==> config.mk <==
export PLATFORM = sky130hd
export DESIGN_NAME = lsu_ctrl
export DESIGN_NICKNAME = d
export VERILOG_FILES = /design/src/rtl/lsu_ctrl_pkg.sv /design/src/rtl/lsu_ext.sv /design/src/rtl/lsu_ctrl.sv
export SDC_FILE = /design/constraint.sdc
export NUM_CORES = 1
export LEC_CHECK = 0
export BUFFER_PORTS_ARGS = -buffer_cell sky130_fd_sc_hd__buf_2
export CORE_ASPECT_RATIO = 1.4
export CORE_MARGIN = 3
export CORE_UTILIZATION = 30
export CTS_CLUSTER_DIAMETER = 150
export CTS_CLUSTER_SIZE = 28
export DETAILED_ROUTE_END_ITERATION = 12
export PLACE_DENSITY_LB_ADDON = 0.15
export SLEW_MARGIN = 20
export SYNTH_ARGS = -nofsm -noshare
export SYNTH_HDL_FRONTEND = slang
export SYNTH_SLANG_ARGS = --single-unit
==> constraint.sdc <==
create_clock -name clk -period 6.05 [get_ports clk]
set_input_delay 1.21 -clock clk [delete_from_list [all_inputs] [get_ports clk]]
set_output_delay 1.21 -clock clk [all_outputs]
set_load 0.1 [all_outputs]
==> src/rtl/lsu_ctrl_pkg.sv <==
// Shared encodings for the load/store unit: FSM states, decoder load/store
// type codes, datapath width and the store-lane / alignment helpers.
package lsu_ctrl_pkg;

  localparam int LSU_XLEN = 64;

  typedef enum logic [1:0] {
    S_IDLE = 2'd0,
    S_REQ  = 2'd1,
    S_WAIT = 2'd2,
    S_DONE = 2'd3
  } lsu_state_e;

  localparam logic [2:0] LT_NONE = 3'b000;
  localparam logic [2:0] LT_LB   = 3'b001;
  localparam logic [2:0] LT_LBU  = 3'b101;
  localparam logic [2:0] LT_LH   = 3'b010;
  localparam logic [2:0] LT_LHU  = 3'b110;
  localparam logic [2:0] LT_LW   = 3'b011;
  localparam logic [2:0] LT_LWU  = 3'b111;
  localparam logic [2:0] LT_LD   = 3'b100;

  localparam logic [2:0] ST_NONE = 3'b000;
  localparam logic [2:0] ST_SB   = 3'b100;
  localparam logic [2:0] ST_SH   = 3'b101;
  localparam logic [2:0] ST_SW   = 3'b110;
  localparam logic [2:0] ST_SD   = 3'b111;

  // Lanes that fall off the top of the 8-byte word are simply lost.
  function automatic logic [7:0] store_mask(input logic [2:0] st, input logic [2:0] off);
    logic [7:0] m;
    case (st)
      ST_SB:   m = 8'h01 << off;
      ST_SH:   m = 8'h03 << off;
      ST_SW:   m = 8'h0F << off;
      ST_SD:   m = 8'hFF;
      default: m = 8'h00;
    endcase
    return m;
  endfunction

  // log2 of the access size in bytes
  function automatic logic [1:0] access_size(input logic is_store, input logic [2:0] lt,
                                             input logic [2:0] st);
    logic [1:0] sz;
    if (is_store) begin
      sz = st[1:0];
    end else begin
      case (lt)
        LT_LB, LT_LBU: sz = 2'd0;
        LT_LH, LT_LHU: sz = 2'd1;
        LT_LW, LT_LWU: sz = 2'd2;
        default:       sz = 2'd3;
      endcase
    end
    return sz;
  endfunction

  function automatic logic misaligned(input logic [1:0] sz, input logic [2:0] off);
    logic m;
    case (sz)
      2'd0:    m = 1'b0;
      2'd1:    m = off[0];
      2'd2:    m = |off[1:0];
      default: m = |off;
    endcase
    return m;
  endfunction

endpackage

==> src/rtl/lsu_ext.sv <==
// Load result alignment: shifts the 8-byte-aligned response down to the
// addressed byte and sign/zero-extends according to the load type.
module lsu_ext
  import lsu_ctrl_pkg::*;
#(
  parameter int XLEN = LSU_XLEN
) (
  input  logic [2:0]      i_load_type,
  input  logic [2:0]      i_off,
  input  logic [XLEN-1:0] i_rsp_data,
  output logic [XLEN-1:0] o_ext_data
);

  logic [XLEN-1:0] w_shifted;

  // Byte-lane shift followed by width selection and extension.
  always_comb begin
    w_shifted  = i_rsp_data >> {i_off, 3'b000};
    o_ext_data = {XLEN{1'b0}};
    case (i_load_type)
      LT_LB:   o_ext_data = {{(XLEN-8){w_shifted[7]}}, w_shifted[7:0]};
      LT_LBU:  o_ext_data = {{(XLEN-8){1'b0}}, w_shifted[7:0]};
      LT_LH:   o_ext_data = {{(XLEN-16){w_shifted[15]}}, w_shifted[15:0]};
      LT_LHU:  o_ext_data = {{(XLEN-16){1'b0}}, w_shifted[15:0]};
      LT_LW:   o_ext_data = {{(XLEN-32){w_shifted[31]}}, w_shifted[31:0]};
      LT_LWU:  o_ext_data = {{(XLEN-32){1'b0}}, w_shifted[31:0]};
      LT_LD:   o_ext_data = w_shifted;
      default: o_ext_data = {XLEN{1'b0}};
    endcase
  end

endmodule

==> src/rtl/lsu_ctrl.sv <==
// Load/store unit controller: latches one memory-stage access, runs the
// dmem request/response handshake and returns the extended load result.
// Optional alignment trap: define LSU_MISALIGN_CHECK_EN.
module lsu_ctrl
  import lsu_ctrl_pkg::*;
#(
  parameter int XLEN = LSU_XLEN
) (
  input  logic            clk,
  input  logic            rst_n,
  input  logic            ex_valid,
  input  logic            mem_read,
  input  logic            mem_write,
  input  logic [2:0]      load_type,
  input  logic [2:0]      store_type,
  input  logic [XLEN-1:0] addr,
  input  logic [XLEN-1:0] wdata,
  output logic            lsu_stall,
  output logic            lsu_done,
  output logic [XLEN-1:0] lsu_rdata,
  output logic            dmem_req_valid,
  input  logic            dmem_req_ready,
  output logic [XLEN-1:0] dmem_req_addr,
  output logic            dmem_req_wen,
  output logic [7:0]      dmem_req_wmask,
  output logic [XLEN-1:0] dmem_req_wdata,
  input  logic            dmem_rsp_valid,
  input  logic [XLEN-1:0] dmem_rsp_data
`ifdef LSU_MISALIGN_CHECK_EN
  ,
  output logic            lsu_misalign
`endif
);

  lsu_state_e      r_state;
  lsu_state_e      w_next_state;
  logic [XLEN-1:0] r_addr;
  logic [XLEN-1:0] r_wdata;
  logic [2:0]      r_load_type;
  logic [2:0]      r_store_type;
  logic            r_is_store;
  logic [XLEN-1:0] r_rdata;
  logic [XLEN-1:0] w_ext;
  logic            w_start;

  assign w_start = ex_valid & (mem_read | mem_write);

`ifdef LSU_MISALIGN_CHECK_EN
  logic w_misalign;
  logic r_misalign;

  assign w_misalign = misaligned(access_size(mem_write, load_type, store_type), addr[2:0]);
`endif

  lsu_ext #(.XLEN(XLEN)) u_ext (
    .i_load_type (r_load_type),
    .i_off       (r_addr[2:0]),
    .i_rsp_data  (dmem_rsp_data),
    .o_ext_data  (w_ext)
  );

  // Next-state logic for the access sequencer.
  always_comb begin
    w_next_state = r_state;
    case (r_state)
      S_IDLE: begin
        if (w_start) begin
`ifdef LSU_MISALIGN_CHECK_EN
          if (w_misalign) begin
            w_next_state = S_DONE;
          end else begin
            w_next_state = S_REQ;
          end
`else
          w_next_state = S_REQ;
`endif
        end else begin
          w_next_state = S_IDLE;
        end
      end
      S_REQ: begin
        if (dmem_req_ready) begin
          w_next_state = S_WAIT;
        end else begin
          w_next_state = S_REQ;
        end
      end
      S_WAIT: begin
        if (dmem_rsp_valid) begin
          w_next_state = S_DONE;
        end else begin
          w_next_state = S_WAIT;
        end
      end
      S_DONE:  w_next_state = S_IDLE;
      default: w_next_state = S_IDLE;
    endcase
  end

  // State register, access latches and load result register.
  always_ff @(posedge clk or negedge rst_n) begin
    if (!rst_n) begin
      r_state      <= S_IDLE;
      r_addr       <= {XLEN{1'b0}};
      r_wdata      <= {XLEN{1'b0}};
      r_load_type  <= LT_NONE;
      r_store_type <= ST_NONE;
      r_is_store   <= 1'b0;
      r_rdata      <= {XLEN{1'b0}};
`ifdef LSU_MISALIGN_CHECK_EN
      r_misalign   <= 1'b0;
`endif
    end else begin
      r_state <= w_next_state;
      if (r_state == S_IDLE && w_start) begin
        r_addr       <= addr;
        r_wdata      <= wdata;
        r_load_type  <= load_type;
        r_store_type <= store_type;
        r_is_store   <= mem_write;
        r_rdata      <= {XLEN{1'b0}};
`ifdef LSU_MISALIGN_CHECK_EN
        r_misalign   <= w_misalign;
`endif
      end else if (r_state == S_WAIT && dmem_rsp_valid) begin
        r_rdata <= r_is_store ? {XLEN{1'b0}} : w_ext;
      end
    end
  end

  // Outputs decode from state; request fields are zero outside REQ.
  always_comb begin
    lsu_stall      = (r_state == S_REQ) || (r_state == S_WAIT) || ((r_state == S_IDLE) && w_start);
    lsu_done       = (r_state == S_DONE);
    lsu_rdata      = {XLEN{1'b0}};
    dmem_req_valid = 1'b0;
    dmem_req_addr  = {XLEN{1'b0}};
    dmem_req_wen   = 1'b0;
    dmem_req_wmask = 8'h00;
    dmem_req_wdata = {XLEN{1'b0}};
    if (r_state == S_DONE) begin
      lsu_rdata = r_rdata;
    end else begin
      lsu_rdata = {XLEN{1'b0}};
    end
    if (r_state == S_REQ) begin
      dmem_req_valid = 1'b1;
      dmem_req_addr  = {r_addr[XLEN-1:3], 3'b000};
      dmem_req_wen   = r_is_store;
      dmem_req_wmask = r_is_store ? store_mask(r_store_type, r_addr[2:0]) : 8'h00;
      dmem_req_wdata = r_is_store ? (r_wdata << {r_addr[2:0], 3'b000}) : {XLEN{1'b0}};
    end else begin
      dmem_req_valid = 1'b0;
    end
  end

`ifdef LSU_MISALIGN_CHECK_EN
  assign lsu_misalign = (r_state == S_DONE) && r_misalign;
`endif

endmodule

# After elaboration in Yosys (flattened, before gate mapping)
# Index checks and enable logic that the tools add are counted.
totals:
  ff_bits: 201
  input_bits: 205
  output_inout_bits: 204
  elab_cells: 51
op_classes:
  eq_ne: 14
  shifts: 5
  n_mux: 17
  n_bitwise: 2
  n_reduce_logical: 6
ops:
  columns: ["cell", "count"]
  rows:
  - ["$mux 64", 7]
  - ["$pmux 64 s7", 1]
  - ["$shl 64x6->64", 1]
  - ["$shr 64x6->64", 1]
  - ["$pmux 8 s4", 1]
  - ["$eq 3x3->1 const B", 8]
  - ["$mux 8", 2]
  - ["$pmux 2 s4", 1]
  - ["$shl 1x3->8 const A", 1]
  - ["$shl 2x3->8 const A", 1]
  - ["$shl 4x3->8 const A", 1]
  - ["$eq 3x2->1 const B", 2]
  - ["$eq 2x2->1 const B", 2]
  - ["$mux 1", 4]
  - ["$eq 3x1->1 const B", 1]
  - ["$eq 2x1->1 const B", 1]
  - ["$logic_and 1x1->1", 2]
  - ["$logic_not 2->1", 1]
  - ["$logic_or 1x1->1", 2]
  - ["$mux 2", 1]
  - ["$reduce_bool 2->1", 1]
  - ["$and 1x1->1", 1]
  - ["$or 1x1->1", 1]

# Logic depth before layout (Yosys ltp)
# Gate-level depths: netlist of run 1.
logic_depth:
  ltp_word: 5
  ltp_mapped: 10
  ltp_nobuf: 7

# Hierarchy
# From an unflattened synthesis of run 1, not the netlist that was laid out.
hier_totals:
  cells_unflattened: 1589
  area_unflattened_um2: 13244.0
modules_own_cells:
  columns: ["mod", "n_inst", "cells_each", "area_per_inst_um2", "seq_area_each_um2"]
  rows:
  - ["lsu_ctrl", 1, 1297, 10877.9, 5029.8]
  - ["lsu_ext", 1, 292, 2366.0, 0.0]

# Worst setup path before layout of run 1
# Ideal clock, no wire load.
synth_path:
  path_type: "register to output"
  start: "reg with a tool-made name"
  end: "out dmem_req_wdata[30]"
  arrival_time_ps: 4557
  required_ps: 4840
  setup_slack_ps: 283
  stages_incl_launch_ff: 8
  n_path_buf: 2
  path_cell_list: "dfrtp_1 inv_1 ha_1 nand2_1 or2_2 clkbuf_1 clkbuf_1 a211oi_1"
synth_rtl:
  columns: ["item", "line_no", "rtl"]
  rows:
  - ["end, declared", "lsu_ctrl.sv:26", "output logic [XLEN-1:0] dmem_req_wdata,"]

# Worst setup path after layout of run 1
layout_path:
  start: "reg r_addr[1]"
  end: "out dmem_req_wdata[32]"
layout_via:
  elab_chain_cells: 3
layout_rtl:
  columns: ["item", "line_no", "rtl"]
  rows:
  - ["start, declared", "lsu_ctrl.sv:37", "logic [XLEN-1:0] r_addr;"]
  - ["start signal, assigned", "lsu_ctrl.sv:104", "r_addr <= {XLEN{1'b0}};"]
  - ["start signal, assigned", "lsu_ctrl.sv:116", "r_addr <= addr;"]
  - ["$shl 64x6->64", "lsu_ctrl.sv:151", "dmem_req_wdata = r_is_store ? (r_wdata << {r_addr[2:0], 3'b000}) : {XLEN{1'b0}};"]
  - ["$mux 64", "lsu_ctrl.sv:151", null]
  - ["$mux 64", "lsu_ctrl.sv:146", "if (r_state == S_REQ) begin"]
# No other way between the ends.

==> reports/qor.yml, run 1 <==
status:
  status: "completed"
global_routing:
  use_met3_pct: 3.188
  grt_use_met1_pct: 25.57
  grt_usage_pct: 20.72
  grt_pass1_vias: 11490
  grt_max_degree: 121
  grt.met2_usage_pct: 34.96
  antenna_found_initial: 11
  grt-ovfl-total: 0
  grt.busiest_layer: "met2"
  grt_pass1_wl_mm: 69.72
die:
  fp.dieW_um: 176.8
  core.rowCount: 87
  dieHeight_um: 245.1
  ioPinCount: 409
  coreArea_um2: 40280
  die_area_um2: 43330
  start_util_pct: 30.42
synth:
  yosys.area.top_type: "dfrtp_1"
  syn-cell-area_um2: 12250
  synth_edf_count: 0
  synth_area_per_cell_um2: 8.562
  synth_top_area_share_pct: 41.05
  ys.warnings.count: 0
  synthCells: 1431
  ys_ff_latch: 201
  async_flop_share_pct: 100.0
  synth_ff_type: "dfrtp_1"
  ys_seq_area_share_pct: 41.05
  synth_cell_type_count: 54
  ys_top_cells_by_area: "dfrtp_1 (41%), nand2_1 (14%), mux2i_1 (8.1%)"
detailed_routing:
  avgRoutedWirePerCell_um: 20.49
  drc: 0
  vias: 11530
  drtAntennaViolNets: 0
  viasPerCell: 5.042
  dr.first_iter.drc_count: 741
  routed_wl_mm: 46.85
  drt_pass1_iterations: 5
clocking:
  post_cts_buffers: 0
  post_cts_resized: 0
  cts_hold_buf: 0
  cts.sinks: 201
  cts.path.max_buffers: 3
  htreeDepth: 1
  cts-root-buf: "clkbuf_16"
  cts_tree: "yes"
  clk_latency_ns: 0.48
  path_clk_slew_ns: 0.11
  cts_buffers: 11
sta:
  finalClockSkew_ns: 0.03475
  finalSetupTns_ns: 0
  fin_crit_sh_pct: 76.79
  fmax_mhz: 215.2
  finalCriticalPeriod_ns: 4.646
  worstMarginPinSlew_ns: 0.9929
  finalSetupViolCount: 0
  slew_violations: 0
  setup_ws_ns: 1.404
  rsz0062_at_grt: "no"
  relSlewSlack_pct: 33.80
  hold_viol_final: 0
  holdWs_ns: 0.4702
layout:
  layout.cells.non_filler: 2287
  final_layout_size_suffix_gt1_share_pct: 29.81
  layout_common_cells: "nand2_1 (454), buf_2 (392), dfrtp_1 (198)"
  nNetsFinal: 1957
  final_common_cell: "nand2_1"
  fillers: 4311
  fin_area_um2: 15050
  final_util_pct: 37.36
  syn_to_final_growth_pct: 22.81
flow_run:
  max_cap_violations: 0
critical_path:
  crit_fanout: 73
  worstSetupPathType: "reg -> out"
  cp.required_ns: 4.84
  crit_arrival_ns: 3.44
  start_kind: "flop"
  endpoint_kind: "primary output"
pwr:
  p_per_area_nw_per_um2: 535.3
  p_leak_nw: 7.869
  total_power_mw: 8.055
  ir_drop_mv: 0.3115
hold_path:
  hold_path.class: "reg -> reg"
placed_design:
  place_area_um2: 14720
  dp.cells: 2268
  dpl.hpwl_mm: 34.41
  preCtsSetupSlack_ns: 1.882
  gp_congestion: 0.9425
  io_buffers: 405
## synth_stat cells (2+ instances only)
master      n
and3_1      2
inv_1       6
nor2_1     68
a211oi_1   32
buf_1       7
buf_2      23
buf_4       8
mux2_2     27
or2_2       2
o22ai_1     2
a221o_1    12
nand2_1   454
a31oi_1     4
o21ai_0    63
clkbuf_1   70
and2_1    134
nand3_1     9
a21oi_1    42
nand2b_1   23
dfrtp_1   201
o22a_1      8
a21o_1      2
mux2i_1    99
or3_1       2
nor2b_1    28
a221o_2    34
buf_6       8
nor3b_1     8
a211o_1     7
o211ai_1    2
ha_1        5
mux4_2     15
or4_4       2
nor3_1      2
## path summary, 6_finish.rpt
kind                                       to        from  cells after the start  slack (ns)
setup / recovery           dmem_req_wdata[32]   r_addr[1]                      6        1.40
hold / removal                     r_addr[42]  r_addr[42]                      2        0.47
setup reg to reg                  r_rdata[49]   r_addr[1]                      6        2.08
hold reg to reg                    r_addr[42]  r_addr[42]                      2        0.47
max in group asynchronous          r_addr[47]       rst_n                      2        4.12
min in group asynchronous         r_rdata[13]       rst_n                      1        0.80
## kinds of logic (layout without fill, tap and decap cells)
family	after synthesis	after routing	synth area share, %
flip-flops	201	201	41.05
other	1	8	0.03061
AND/OR/NAND/NOR	737	737	27.08
adder cells (fa/ha/maj)	5	5	0.5106
multiplexers	142	142	13.42
AO/OA/AOI/OAI	222	222	13.16
buffers and inverters	123	438	4.739
## critical path: stages (launching register included)
cell     delay [ns]
dfrtp_4        0.82
nor2_1         0.68
nand2_1        0.16
nor2_1         0.61
nand2_1        0.10
o21ai_0        0.11
buf_2          0.46
## sequential cells by signal, indices dropped and copies added, names as in the netlist, named ones only
| signal | count |
|---|---|
| r_store_type | 3 |
| r_addr | 64 |
| r_rdata | 64 |
| r_is_store | 1 |
| r_wdata | 64 |
| r_load_type | 3 |
| r_state | 1 |
## routing by layer
layer  share of wire, %  vias up
li1                   -     5446
met2                 48      420
met3                6.1       86
met1                 40     5568
met5               0.10        -
met4                5.6       10
## report_power, final
| part | total (mW) | internal, mW | switching, mW |
|---|---|---|---|
| Sequential | 2.43 | 1.84 | 0.588 |
| Clock | 0.834 | 0.346 | 0.488 |
| Combinational | 4.79 | 1.39 | 3.40 |
## final cells by class
type	instances	area (µm²)	area share, %
inverter	7	26.28	0.1746
sequential	201	5041	33.50
clock buffer	13	282.8	1.879
timing repair buffer	417	2320	15.42
multi-input combinational	1109	6666	44.30
tap	534	668.1	4.440
clock inverter	1	30.03	0.1996
antenna	5	12.51	0.08315
Note: power is estimated with default switching activity, not from simulation.
==> run 2, diff against run 1 <==
- clock period: 6.05 -> 3.8 ns (I/O delays scaled with it)
==> reports/qor.yml, run 2 (same netlist as run 1, synthesis figures left out) <==
sta:
  hold_viol_final: 0
  finalSetupTns_ns: 0
  slew_violations: 0
  finalClockSkew_ns: 0.02895
  fin_crit_sh_pct: 94.77
  holdWs_ns: 0.2628
  rsz0062_at_grt: "no"
  worstMarginPinSlew_ns: 0.9917
  relSlewSlack_pct: 33.75
  finalSetupViolCount: 0
  finalCriticalPeriod_ns: 3.601
  setup_ws_ns: 0.1986
  fmax_mhz: 277.7
die:
  start_util_pct: 30.42
  fp.dieW_um: 176.8
  coreArea_um2: 40280
  ioPinCount: 409
  die_area_um2: 43330
  dieHeight_um: 245.1
  core.rowCount: 87
layout:
  final_common_cell: "nand2_1"
  nNetsFinal: 1972
  top_regs: "r_addr x64, r_rdata x64, r_wdata x64"
  syn_to_final_growth_pct: 32.85
  multi_input_area_um2: 6868
  fillers: 4141
  layout.cells.non_filler: 2301
  final_layout_size_suffix_gt1_share_pct: 32.33
  layout_common_cells: "nand2_1 (454), buf_2 (335), dfrtp_1 (198)"
  seqCellArea_um2: 5041
hold_path:
  hold_path.class: "in -> async"
placed_design:
  io_buffers: 405
  gp_congestion: 0.8772
  dpl.hpwl_mm: 35.47
  preCtsSetupSlack_ns: 0.7403
  dp.cells: 2282
global_routing:
  grt_pass1_vias: 11720
  grt_pass1_wl_mm: 72.03
  grt-ovfl-total: 0
  antenna_found_initial: 6
  grt_max_degree: 134
  grt_usage_pct: 21.47
clocking:
  cts_tree: "yes"
  cts.sinks: 201
  post_cts_buffers: 0
  cts.path.max_buffers: 3
  cts_buffers: 11
  htreeDepth: 1
  cts_hold_buf: 0
  clk_latency_ns: 0.47
  path_clk_slew_ns: 0.12
  post_cts_resized: 0
  cts-root-buf: "clkbuf_16"
critical_path:
  start_kind: "flop"
  cp.required_ns: 3.04
  crit_path_top_delay_cell: "nor2b_1"
  critical_path.max_stage_delay_ns: 0.84
  worstSetupPathType: "reg -> out"
  r2r_start: "r_addr[0]"
  crit_start: "r_addr[1]"
  crit_fanout: 39
  crit_arrival_ns: 2.84
  cp_cell_sequence: "nor2b_1 > nand2_1 > o21ai_0 > a21oi_1 > nor2_1 > buf_12"
  endpoint_kind: "primary output"
status:
  status: "completed"
detailed_routing:
  routed_wl_mm: 47.76
  wl_met2_mm: 23.95
  dr.first_iter.drc_count: 600
  top_layer_used: "met5"
  wl_met3_mm: 2.646
  drtAntennaViolNets: 0
  met1_length_mm: 19.07
  vias: 11550
  avgRoutedWirePerCell_um: 20.76
  drc: 0
  drt_pass1_iterations: 5
  viasPerCell: 5.021
pwr:
  ir_drop_mv: 0.4808
  total_power_mw: 13.40
  p_leak_nw: 8.146
  p_per_area_nw_per_um2: 823.1
flow_run:
  max_cap_violations: 0
[run 2: cell count changes in the layout (fill, tap and decap cells not counted), sizes merged]
cell   before  now
diode       5    4
buf       417  432
[run 2: where the power goes]
group / switching (mW) / internal [mW]
Sequential: 0.840 / 2.94
Clock: 0.765 / 0.551
Combinational: 5.70 / 2.61
Total: 7.30 / 6.10
[run 2: final timing paths]
path | slack (ns) | cells past startpoint | to
worst min-delay path | 0.26 | 1 | r_rdata[20]
worst max-delay path | 0.20 | 6 | dmem_req_wdata[54]
worst min register to register | 0.47 | 2 | r_addr[4]
worst max register to register | 0.90 | 6 | r_rdata[53]
min in group clk | 0.45 | 3 | r_wdata[36]
max in group asynchronous | 2.64 | 2 | r_addr[0]
[run 2: metrics by stage]
step,utilization (%),area (µm²)
floorplan,-,12450
global placement,39.59,15950
detailed placement,39.59,15950
CTS,40.37,16260
global route,40.41,16270
finish,40.41,16280
[run 2: cell type report]
class                           instances  area share (%)
Tap cell                              534           4.105
Antenna cell                            4         0.06150
Inverter                                7          0.1614
Sequential cell                       201           30.97
Multi-Input combinational cell       1109           42.19
Clock buffer                           13           1.737
Timing Repair Buffer                  432           20.59
Clock inverter                          1          0.1845
[run 2: routing by layer]
metal / vias up / track usage [%]
met4: 6 / 9.249
met2: 370 / 37.03
met5: - / 0
met1: 5640 / 26.43
li1: 5470 / -
met3: 68 / 3.466
[run 2: critical path, delay by kind of cell, from the launching register on]
kind	cells	cell delay, ns
flops	1	0.69
simple gates	3	1.16
buf+inv	1	0.21
compound gates	2	0.27
==> run 3, diff against run 2 <==
- clock period: 3.8 -> 3.29 ns (I/O delays scaled with it)
==> reports/qor.yml, run 3 (same netlist as run 1, synthesis figures left out) <==
status:
  status: "completed"
layout:
  nNetsFinal: 1991
  final_common_cell: "nand2_1"
  final_layout_size_suffix_gt1_share_pct: 35.28
  syn_to_final_growth_pct: 35.73
  top_regs: "r_addr x64, r_rdata x64, r_wdata x64"
  layout_common_cells: "nand2_1 (453), buf_2 (337), dfrtp_1 (198)"
  final_util_pct: 41.29
  fin_area_um2: 16630
global_routing:
  antenna_found_initial: 8
  grt-ovfl-total: 0
  grt_usage_pct: 21.28
  grt_pass1_wl_mm: 72.08
  grt_pass1_vias: 11780
  grt_max_degree: 134
clocking:
  cts_tree: "yes"
  cts_buffers: 11
  htreeDepth: 1
  post_cts_resized: 0
  cts.sinks: 201
  clk_latency_ns: 0.49
  cts_hold_buf: 0
  path_clk_slew_ns: 0.12
  post_cts_buffers: 2
  cts-root-buf: "clkbuf_16"
  cts.path.max_buffers: 3
die:
  coreArea_um2: 40280
  die_area_um2: 43330
  ioPinCount: 409
  core.rowCount: 87
  fp.dieW_um: 176.8
  dieHeight_um: 245.1
  start_util_pct: 30.42
critical_path:
  critical_path.max_stage_delay_ns: 0.60
  path_delay_family: "simple AND/OR/NAND/NOR gates"
  cp_cell_sequence: "inv_1 > ha_4 > nand2_2 > or3_1 > nor2_2 > buf_12"
  reg2reg_depth: 8
  rr_endpoint: "r_rdata[62]"
  worstSetupPathDepth: 6
  worstSetupPathType: "reg -> out"
  r2r_start: "r_addr[0]"
  cp.required_ns: 2.63
  endpoint_kind: "primary output"
  start_kind: "flop"
  crit_path_top_delay_cell: "or3_1"
  crit_end: "dmem_req_wdata[11]"
  rrSetupSlack_ns: 0.54
  crit_fanout: 8
  path_buf_inv: 2
  crit_arrival_ns: 2.51
sta:
  rsz0062_at_grt: "no"
  setup_ws_ns: 0.1240
  hold_viol_final: 0
  finalSetupTns_ns: 0
  fmax_mhz: 315.9
  finalCriticalPeriod_ns: 3.166
  worstMarginPinSlew_ns: 0.9169
  relSlewSlack_pct: 38.87
  slew_violations: 0
  fin_crit_sh_pct: 96.23
  finalSetupViolCount: 0
  finalClockSkew_ns: 0.04194
pwr:
  ir_drop_mv: 0.5807
  p_leak_nw: 8.297
  p_per_area_nw_per_um2: 948.9
hold_path:
  hold_path.class: "in -> async"
detailed_routing:
  routed_wl_mm: 47.09
  vias: 11500
  drt_pass1_iterations: 5
  drc: 0
  viasPerCell: 4.953
  drtAntennaViolNets: 0
  dr.first_iter.drc_count: 890
  avgRoutedWirePerCell_um: 20.29
placed_design:
  io_buffers: 405
  gp_congestion: 0.9101
  preCtsSetupSlack_ns: 0.5212
  dpl.hpwl_mm: 35.09
  place_area_um2: 16260
flow_run:
  max_cap_violations: 0
==> run 3: changes by cell type in the layout (fill, tap and decap cells not counted), moves of 7 or more <==
cell | before | now
and2_2 | 0 | 8
buf_4 | 21 | 35
nor2_2 | 9 | 34
nor3b_4 | 0 | 7
nor2_1 | 59 | 34
and2_1 | 134 | 126
nor3b_2 | 8 | 1
==> run 3: how the worst min path moves through the flow <==
stage | depth (start not counted) | slack (ns) | from | endpoint
after floorplan | 0 | 0.36 | rst_n | async pin
after global placement | 2 | 0.45 | r_addr[32] | r_addr[32]
after detailed placement | 2 | 0.45 | r_addr[39] | r_addr[39]
after CTS | 1 | 0.17 | rst_n | r_rdata[33]
after global routing | 1 | 0.20 | rst_n | r_rdata[33]
final | 1 | 0.14 | rst_n | r_rdata[33]
==> run 3: stage by stage <==
step	hold WS, ns	power, mW	cells
final	0.1423	15.78	2321
after global routing	0.1973	16.81	2321
after CTS	0.1679	15.90	2316
after detailed placement	0.4544	14.24	2299
after global placement	0.4503	14.13	2299
after floorplan	0.3624	11.59	1433
==> run 3: power by group <==
part / leakage [nW] / switching (mW) / internal [mW] / total, mW
Clock: 0.151 / 0.906 / 0.642 / 1.55
Combinational: 5.57 / 6.72 / 3.20 / 9.92
Sequential: 2.58 / 0.921 / 3.39 / 4.31
==> run 3: per-layer routing <==
metal	share of wire, %	vias up	GRT usage [%]
met5	0	-	0
met1	40	5538	25.71
met4	4.6	0	8.879
met3	5.8	79	3.683
met2	50	378	37.23
li1	-	5500	-
==> run 3: layout make-up <==
type                       count  area, µm²
inverter                       7      26.28
clock inverter                 1      30.03
timing repair buffer         451       3511
tap                          534      668.1
antenna                        4      10.01
multi-input combinational   1109       7057
sequential                   201       5041
fill                        4094      23650
clock buffer                  14      286.5
